===== src/rtl/reg_bank_pkg.sv =====
// Shared types and constants for the register bank controller.
package reg_bank_pkg;

    typedef enum logic {
        IDLE    = 1'b0,
        RD_WAIT = 1'b1
    } state_e;

    localparam logic [31:0] ERR_DATA_DEFAULT = 32'hDEAD_BEEF;

    function automatic bit rd_lat_ok(input int lat);
        return (lat >= 1) && (lat <= 4);
    endfunction

endpackage


===== src/rtl/reg_bank_storage.sv =====
// DEPTH x DATA_WIDTH register array with byte-strobe write and combinational read.
module reg_bank_storage #(
    parameter int                  DATA_WIDTH = 32,
    parameter int                  DEPTH      = 16,
    parameter int                  IDX_W      = 4,
    parameter logic [DATA_WIDTH-1:0] RESET_VAL = '0
) (
    input  logic                    clk,
    input  logic                    rst,
    input  logic                    we,
    input  logic [IDX_W-1:0]        widx,
    input  logic [DATA_WIDTH-1:0]   wdata,
    input  logic [DATA_WIDTH/8-1:0] wstrb,
    input  logic [IDX_W-1:0]        ridx,
    output logic [DATA_WIDTH-1:0]   rdata
);

    localparam int NB = DATA_WIDTH / 8;

    logic [DEPTH-1:0][DATA_WIDTH-1:0] mem_d, mem_q;

    always_comb begin
        mem_d = mem_q;
        if (we) begin
            for (int b = 0; b < NB; b++) begin
                if (wstrb[b]) mem_d[widx][8*b +: 8] = wdata[8*b +: 8];
            end
        end
    end

    always_ff @(posedge clk or posedge rst) begin
        if (rst) mem_q <= {DEPTH{RESET_VAL}};
        else     mem_q <= mem_d;
    end

    assign rdata = mem_q[ridx];

endmodule


===== src/rtl/reg_bank_ctrl.sv =====
// Register bank controller: sel/wr bus front end with range/RO decode,
// fixed-latency read responses and one-cycle error strobes.
module reg_bank_ctrl
    import reg_bank_pkg::*;
#(
    parameter int                    ADDR_WIDTH = 8,
    parameter int                    DATA_WIDTH = 32,
    parameter int                    DEPTH      = 16,
    parameter int                    RD_LAT     = 1,
    parameter logic [DATA_WIDTH-1:0] RESET_VAL  = '0,
    parameter logic [DEPTH-1:0]      RO_MASK    = '0,
    parameter logic [DATA_WIDTH-1:0] ERR_DATA   = DATA_WIDTH'(ERR_DATA_DEFAULT)
) (
    input  logic                    clk,
    input  logic                    rst,
    input  logic [ADDR_WIDTH-1:0]   addr,
    input  logic                    sel,
    input  logic                    wr,
    input  logic [DATA_WIDTH-1:0]   wdata,
    input  logic [DATA_WIDTH/8-1:0] wstrb,
    output logic                    ready,
    output logic [DATA_WIDTH-1:0]   rdata,
    output logic                    rvalid,
    output logic                    err
);

    localparam int IDX_W = (DEPTH > 1) ? $clog2(DEPTH) : 1;

    if (DATA_WIDTH % 8 != 0) begin : g_bad_dw
        $error("DATA_WIDTH must be a multiple of 8");
    end
    if (!rd_lat_ok(RD_LAT)) begin : g_bad_lat
        $error("RD_LAT must be within 1..4");
    end
    if (DEPTH < 1 || DEPTH > (1 << ADDR_WIDTH)) begin : g_bad_depth
        $error("DEPTH must be within 1..2**ADDR_WIDTH");
    end

    state_e                  state_d, state_q;
    logic [1:0]              cnt_d, cnt_q;
    logic                    ready_d, ready_q;
    logic                    rvalid_d, rvalid_q;
    logic                    err_d, err_q;
    logic [DATA_WIDTH-1:0]   rdata_d, rdata_q;
    logic [DATA_WIDTH-1:0]   hold_data_d, hold_data_q;
    logic                    hold_oor_d, hold_oor_q;

    logic [IDX_W-1:0]        idx;
    logic                    in_range, is_ro, accept, wr_ok;
    logic [DATA_WIDTH-1:0]   rd_word;

    assign idx      = addr[IDX_W-1:0];
    assign in_range = ({1'b0, addr} < (ADDR_WIDTH+1)'(DEPTH));
    assign is_ro    = in_range & RO_MASK[idx];
    assign accept   = sel & ready_q;
    assign wr_ok    = accept & wr & in_range & ~is_ro;

    reg_bank_storage #(
        .DATA_WIDTH (DATA_WIDTH),
        .DEPTH      (DEPTH),
        .IDX_W      (IDX_W),
        .RESET_VAL  (RESET_VAL)
    ) u_storage (
        .clk   (clk),
        .rst   (rst),
        .we    (wr_ok),
        .widx  (idx),
        .wdata (wdata),
        .wstrb (wstrb),
        .ridx  (idx),
        .rdata (rd_word)
    );

    always_comb begin
        state_d     = state_q;
        cnt_d       = cnt_q;
        ready_d     = ready_q;
        rvalid_d    = 1'b0;
        err_d       = 1'b0;
        rdata_d     = '0;
        hold_data_d = hold_data_q;
        hold_oor_d  = hold_oor_q;
        case (state_q)
            IDLE: begin
                if (accept) begin
                    if (wr) begin
                        err_d = ~in_range | is_ro;
                    end else begin
                        // Read data is captured now so a later write cannot leak into it.
                        state_d     = RD_WAIT;
                        cnt_d       = 2'(RD_LAT - 1);
                        ready_d     = 1'b0;
                        hold_data_d = in_range ? rd_word : ERR_DATA;
                        hold_oor_d  = ~in_range;
                    end
                end
            end
            RD_WAIT: begin
                if (cnt_q == 2'd0) begin
                    state_d  = IDLE;
                    ready_d  = 1'b1;
                    rvalid_d = 1'b1;
                    rdata_d  = hold_data_q;
                    err_d    = hold_oor_q;
                end else begin
                    cnt_d = cnt_q - 2'd1;
                end
            end
            default: state_d = IDLE;
        endcase
    end

    always_ff @(posedge clk or posedge rst) begin
        if (rst) begin
            state_q     <= IDLE;
            cnt_q       <= '0;
            ready_q     <= 1'b1;
            rvalid_q    <= 1'b0;
            err_q       <= 1'b0;
            rdata_q     <= '0;
            hold_data_q <= '0;
            hold_oor_q  <= 1'b0;
        end else begin
            state_q     <= state_d;
            cnt_q       <= cnt_d;
            ready_q     <= ready_d;
            rvalid_q    <= rvalid_d;
            err_q       <= err_d;
            rdata_q     <= rdata_d;
            hold_data_q <= hold_data_d;
            hold_oor_q  <= hold_oor_d;
        end
    end

    assign ready  = ready_q;
    assign rvalid = rvalid_q;
    assign rdata  = rdata_q;
    assign err    = err_q;

endmodule

===== config.mk =====
export PLATFORM = sky130hd
export DESIGN_NAME = reg_bank_ctrl
export DESIGN_NICKNAME = d
export VERILOG_FILES = /design/src/rtl/reg_bank_pkg.sv /design/src/rtl/reg_bank_storage.sv /design/src/rtl/reg_bank_ctrl.sv
export SDC_FILE = /design/constraint.sdc
export NUM_CORES = 1
export LEC_CHECK = 0
export ABC_CLOCK_PERIOD_IN_PS = 48000
export BUFFER_PORTS_ARGS = -buffer_cell sky130_fd_sc_hd__buf_2
export CAP_MARGIN = 10
export CELL_PAD_IN_SITES_DETAIL_PLACEMENT = 0
export CELL_PAD_IN_SITES_GLOBAL_PLACEMENT = 2
export CORE_MARGIN = 2
export CORE_UTILIZATION = 49
export DETAILED_ROUTE_END_ITERATION = 10
export PLACE_DENSITY_LB_ADDON = 0.08
export SLEW_MARGIN = 15
export SYNTH_ARGS = -nofsm -noshare
export SYNTH_HDL_FRONTEND = slang
export SYNTH_SLANG_ARGS = --single-unit
export TNS_END_PERCENT = 5

===== constraint.sdc =====
create_clock -name clk -period 48 [get_ports clk]
set_input_delay 7.2 -clock clk [delete_from_list [all_inputs] [get_ports clk]]
set_output_delay 7.2 -clock clk [all_outputs]
set_load 0.01 [all_outputs]

Word-level counts from Yosys, hierarchy flattened
Memories as Yosys holds them, arrays and structs flattened.
Index checks and enable logic that the tools add are counted.
{"block": "word_totals", "ff_bits": 583, "romBits": 16, "input_bits": 48, "output_inout_bits": 35, "elab_cells": 91, "mem_count": 1}
{"block": "op_classes", "addsub": 1, "order_cmp": 3, "eq_ne": 4, "mux": 43, "bitwise": 10, "reduce_logical": 5}
{"memory": "(no name shown)", "depth": 16, "word_bits": 1, "read_ports": 1, "rd_ports_with_merged_regs": 0, "wr": 0, "line_no": "reg_bank_ctrl.sv:54", "rtl": "assign is_ro = in_range & RO_MASK[idx];"}
{"operator": "2-to-1 mux 512 bit", "count": 7}
{"operator": "bitwise mux 512 bit", "count": 4}
{"operator": "demux 32 bit (select 4 bit)", "count": 4}
{"operator": "2-to-1 mux 32 bit", "count": 5}
{"operator": "binary-select mux 32 bit (select 4 bit)", "count": 1}
{"operator": "2-to-1 mux 24 bit", "count": 1}
{"operator": "2-to-1 mux 16 bit", "count": 1}
{"operator": "2-to-1 mux 1 bit", "count": 12}
{"operator": "AND reduction 3 bit", "count": 3}
{"operator": "less-than comparator 8 x 5 -> 1 bit (second input constant)", "count": 1}
{"operator": "2-to-1 mux 8 bit", "count": 1}
{"operator": "2-to-1 mux 2 bit", "count": 3}
{"operator": "inequality test 2 bit (second input constant)", "count": 3}
{"operator": "one-hot mux 1 bit (2 select lines)", "count": 3}
{"operator": "AND 1 bit", "count": 5}
{"operator": "less-than comparator 4 x 5 -> 1 bit (second input constant)", "count": 1}
{"operator": "greater-or-equal comparator 4 x 1 -> 1 bit (second input constant)", "count": 1}
{"operator": "NOT 1 bit", "count": 4}
{"operator": "one-hot mux 2 bit (2 select lines)", "count": 1}
{"operator": "zero test 2 bit", "count": 1}
{"operator": "inequality test 2 x 1 -> 1 bit (second input constant)", "count": 1}
{"operator": "subtractor 2 x 1 -> 2 bit (second input constant)", "count": 1}
{"operator": "logical AND 1 bit", "count": 1}
{"operator": "bitwise OR 1 bit", "count": 1}

Depth between registers and ports, before layout
{"block": "depth", "depth_word": 15, "depth_mapped": 8, "mapped_depth_nobuf": 5}

Cells and area by module
From an unflattened synthesis, not the netlist that was laid out.
{"block": "unflattened", "cells_unflattened": 1608, "area_unflattened_um2": 26421.6}
{"module": "reg_bank_storage", "instances": 1, "cells_each": 1437, "area_per_inst_um2": 23894.2, "seq_area_each_um2": 12812.3}
{"module": "reg_bank_ctrl", "instances": 1, "cells_each": 171, "area_per_inst_um2": 2527.4, "seq_area_each_um2": 1778.0}

Least setup slack after synthesis
Ideal clock, no wire load.
{"block": "synth_timing", "kind": "input-to-reg", "start": "input port addr[1]", "end": "register u_storage.mem_q[272] (netlist name)", "setup_ns": 0.125, "arrival_time_ns": 8.835, "required_time_ns": 47.875, "setup_slack_ns": 39.041, "stages": 5, "n_path_buf": 2, "cell_sequence": "clkbuf_1 or4b_2 clkbuf_1 nor2_2 mux2_2"}
{"block": "synth_between", "elab_chain_len": 12, "word_cells_on_any_way": 26, "cone_classes": "3 x order compare; 17 x mux; 4 x bitwise; 1 x reduce/logical; 1 x memory"}
{"element": "from (decl)", "line_no": "reg_bank_ctrl.sv:16", "rtl": "input logic [ADDR_WIDTH-1:0] addr,"}
{"element": "demux 32 bit (select 4 bit)"}
{"element": "bitwise mux 512 bit", "line_no": "reg_bank_storage.sv:26", "rtl": "if (wstrb[b]) mem_d[widx][8*b +: 8] = wdata[8*b +: 8];"}
{"element": "2-to-1 mux 512 bit", "line_no": "reg_bank_storage.sv:26"}
{"element": "2-to-1 mux 512 bit", "line_no": "reg_bank_storage.sv:24", "rtl": "if (we) begin"}
{"element": "bitwise mux 512 bit", "line_no": "reg_bank_storage.sv:26"}
{"element": "2-to-1 mux 512 bit", "line_no": "reg_bank_storage.sv:26"}
{"element": "2-to-1 mux 512 bit", "line_no": "reg_bank_storage.sv:24"}
{"element": "bitwise mux 512 bit", "line_no": "reg_bank_storage.sv:26"}
{"element": "2-to-1 mux 512 bit", "line_no": "reg_bank_storage.sv:26"}
{"element": "2-to-1 mux 512 bit", "line_no": "reg_bank_storage.sv:24"}
{"element": "bitwise mux 512 bit", "line_no": "reg_bank_storage.sv:26"}
{"element": "2-to-1 mux 512 bit", "line_no": "reg_bank_storage.sv:26"}
{"element": "to (signal assigned)", "line_no": "reg_bank_storage.sv:32", "rtl": "if (rst) mem_q <= {DEPTH{RESET_VAL}};"}
{"element": "to (signal assigned)", "line_no": "reg_bank_storage.sv:33", "rtl": "else mem_q <= mem_d;"}
{"element": "to (decl)", "line_no": "reg_bank_storage.sv:20", "rtl": "logic [DEPTH-1:0][DATA_WIDTH-1:0] mem_d, mem_q;"}
Several ways; a longest one is shown, not always the timed one. The select of a mux whose other input is x is not followed.
A chain may end at the register's enable or synchronous reset.

Final worst setup path
{"block": "layout_timing", "start": "input port addr[2]", "end": "register u_storage.mem_q[222] (netlist name)"}
The elaborated chain is that of the path after synthesis.

==> metrics.txt <==
# port buffers 82; CTS Buf Count 66; Unique masters post-synth 44; Final Hold Fails 0; RSZ-0062 raised after global routing false; Final TNS setup 0 ps; Nets 1829; I/O pin total 83; CP startpoint kind input port; Starting Density 49.7%; GRT overflow 0; min-delay worst type flop to flop; Slew Viols, Final 0; crit path max fanout 31; CP Data Required Time 48470 ps; CTS tree built; Fmax 0.0993 GHz; period utilization 21.0%; Post-Syn Area per Cell 14.9 um^2; Max VDD drop 28.7 uV; post-route ant nets 0; clk_skew 16.5 ps; Detail Placement HPWL 38100 um; drt pass-1 iters 4; worst-skew pair later-pin latency 590 ps; Via density 5.93; overall routing resource usage 24.5%; clk slew on worst S/H paths 60 ps; H-tree depth 3; Final Cell Area 0.0288 mm^2; clk sinks 583; status complete, no violations; DP Area 0.0266 mm^2; Max Cap Viol 0; synthesized cell area 0.0256 mm^2; core area 0.0514 mm^2; sequential fraction of the synthesis area 57.1%; Critical path origin addr[2]; full die area 0.0540 mm^2; antenna violations before repair 2; global-route wire length before repair 98500 um; row count 83; RD Place Congestion 0.763; Lkg Pwr 13.9 nW; Place WS 37330 ps; Mapped Cells 1714; Power Dens Cells 37.9 mW/mm^2; Horiz. Die Dim 232 um; proportion of layout cells with a drive suffix above 1 46.1%; drt wl/cell 25.4 um; Die H 232 um; worst hold start hold_oor_q; Diodes inserted 0; worst r2r src state_q; Synth Warn # 0; filler cell count 4156; CTS root buf clkbuf_16; Min Hold Slack 497 ps; DR iter-0 viols 975; slew margin rel. 29.4%; Final Setup Violations 0; worst-margin pin slew 1060 ps; via count 14851; synth-to-layout area growth 12.8%; Hold Buf Count CTS 0; Tmin final 10070 ps; Yosys reg bits 583; syn_nets 1763; post-CTS setup buffers 0; Worst Setup End Kind flop; vias in the first global route 15769; WL final 63700 um; post-CTS sizing 0; largest net degree at the start of global routing 187; Clock Path Buffers 3; Final WS setup 37930 ps; overall power 0.00109 W; WS Path Type input port to flop; crit path DAT 10530 ps; DRC 0
==> layer usage <==
layer	share of wire, %	up-vias	track usage [%]
met1	47	8027	35.7
met2	47	268	38.3
met5	0.020	-	0
met3	3.7	78	3.79
li1	-	6476	-
met4	2.0	2	7.13
==> state kept, by name, indices dropped and copies added (netlist names), 2 cells and up <==
register         count
cnt_q                2
hold_data_q         32
rdata               32
u_storage.mem_q    512
==> power breakdown <==
part,leakage (nW),internal [W],switching [W],total (W)
combinational,4.83,0.0000220,0.0000418,0.0000638
clock,1.08,0.000316,0.000196,0.000512
sequential,8.01,0.000507,0.0000107,0.000517
total,13.9,0.000845,0.000248,0.00109
==> worst paths after layout <==
check / slack [ps] / cells after the start / to
worst max-delay path: 37930 / 6 / u_storage.mem_q[222]
worst min-delay path: 500 / 1 / hold_oor_q
worst max register to register: 44670 / 5 / hold_data_q[20]
worst min register to register: 500 / 1 / hold_oor_q
max in group asynchronous: 39020 / 4 / u_storage.mem_q[32]
min in group asynchronous: 6710 / 2 / rdata[28]
==> cell type report <==
type / count / area [um^2] / share of cell area, %
inverter: 4 / 22.5 / 0.0781
timing repair buffer: 98 / 581 / 2.01
multi-input combinational: 1027 / 10600 / 36.7
clock inverter: 9 / 178 / 0.616
clock buffer: 105 / 2030 / 7.05
tap: 680 / 851 / 2.95
sequential: 583 / 14600 / 50.6
==> Yosys cell counts (all sizes together) <==
| cell type | count | share of area, % |
|---|---|---|
| a21oi | 24 | 0.47 |
| a22oi | 31 | 0.91 |
| a311oi | 1 | 0.034 |
| and2 | 4 | 0.098 |
| and3 | 33 | 0.81 |
| and4 | 3 | 0.10 |
| buf | 34 | 0.61 |
| clkbuf | 66 | 0.97 |
| dfrtp | 582 | 57 |
| dfstp | 1 | 0.10 |
| ha | 1 | 0.049 |
| inv | 4 | 0.059 |
| mux2 | 512 | 23 |
| mux2i | 98 | 3.8 |
| mux4 | 83 | 7.3 |
| nand2 | 30 | 0.44 |
| nand2b | 2 | 0.049 |
| nand3 | 22 | 0.43 |
| nand3b | 2 | 0.059 |
| nand4 | 2 | 0.049 |
| nand4b | 2 | 0.069 |
| nand4bb | 1 | 0.044 |
| nor2 | 82 | 1.7 |
| nor2b | 3 | 0.073 |
| nor3 | 26 | 0.55 |
| nor4 | 2 | 0.11 |
| nor4bb | 1 | 0.039 |
| o211ai | 1 | 0.029 |
| o21a | 2 | 0.059 |
| o21ai | 2 | 0.039 |
| o22a | 1 | 0.034 |
| o22ai | 44 | 1.1 |
| o31ai | 1 | 0.029 |
| or3 | 8 | 0.20 |
| or3b | 1 | 0.034 |
| or4 | 1 | 0.029 |
| or4b | 1 | 0.039 |
==> per-stage QoR <==
step	utilization, %	std cells
2_1_floorplan	-	1714
3_3_place_gp	51.8	2392
3_5_place_dp	51.8	2392
4_1_cts	56.1	2506
5_1_grt	56.1	2506
6_report	56.1	2506
==> worst max-delay path: stages <==
cell and delay, ps:
buf_2 80, buf_4 400, nor2b_4 940, nand2_1 710, nor2_1 750, mux2_2 410
==> cell families after synthesis <==
kind of cell	count (synthesis)	synth area share (%)
compound gates	107	2.68
mux	693	33.7
buf+inv	104	1.64
simple gates	226	4.87
flops	583	57.1
fa+ha+maj	1	0.0489
==> cells in the final DEF (no fill, tap or decap), types with 5 or more instances in the layout <==
| cell type | n |
|---|---|
| buf_4 | 14 |
| or3_1 | 8 |
| clkbuf_16 | 71 |
| nand3_1 | 22 |
| mux4_2 | 83 |
| nor2_2 | 44 |
| o22ai_1 | 44 |
| and3_1 | 33 |
| clkbuf_8 | 13 |
| clkbuf_1 | 21 |
| bufinv_16 | 5 |
| mux2i_1 | 98 |
| dfrtp_1 | 581 |
| mux2_2 | 512 |
| a21oi_1 | 24 |
| a22oi_1 | 31 |
| buf_2 | 80 |
| nand2_1 | 30 |
| nor2_1 | 37 |
| nor3_1 | 24 |
No activity file was read; power rests on OpenSTA's default activity.
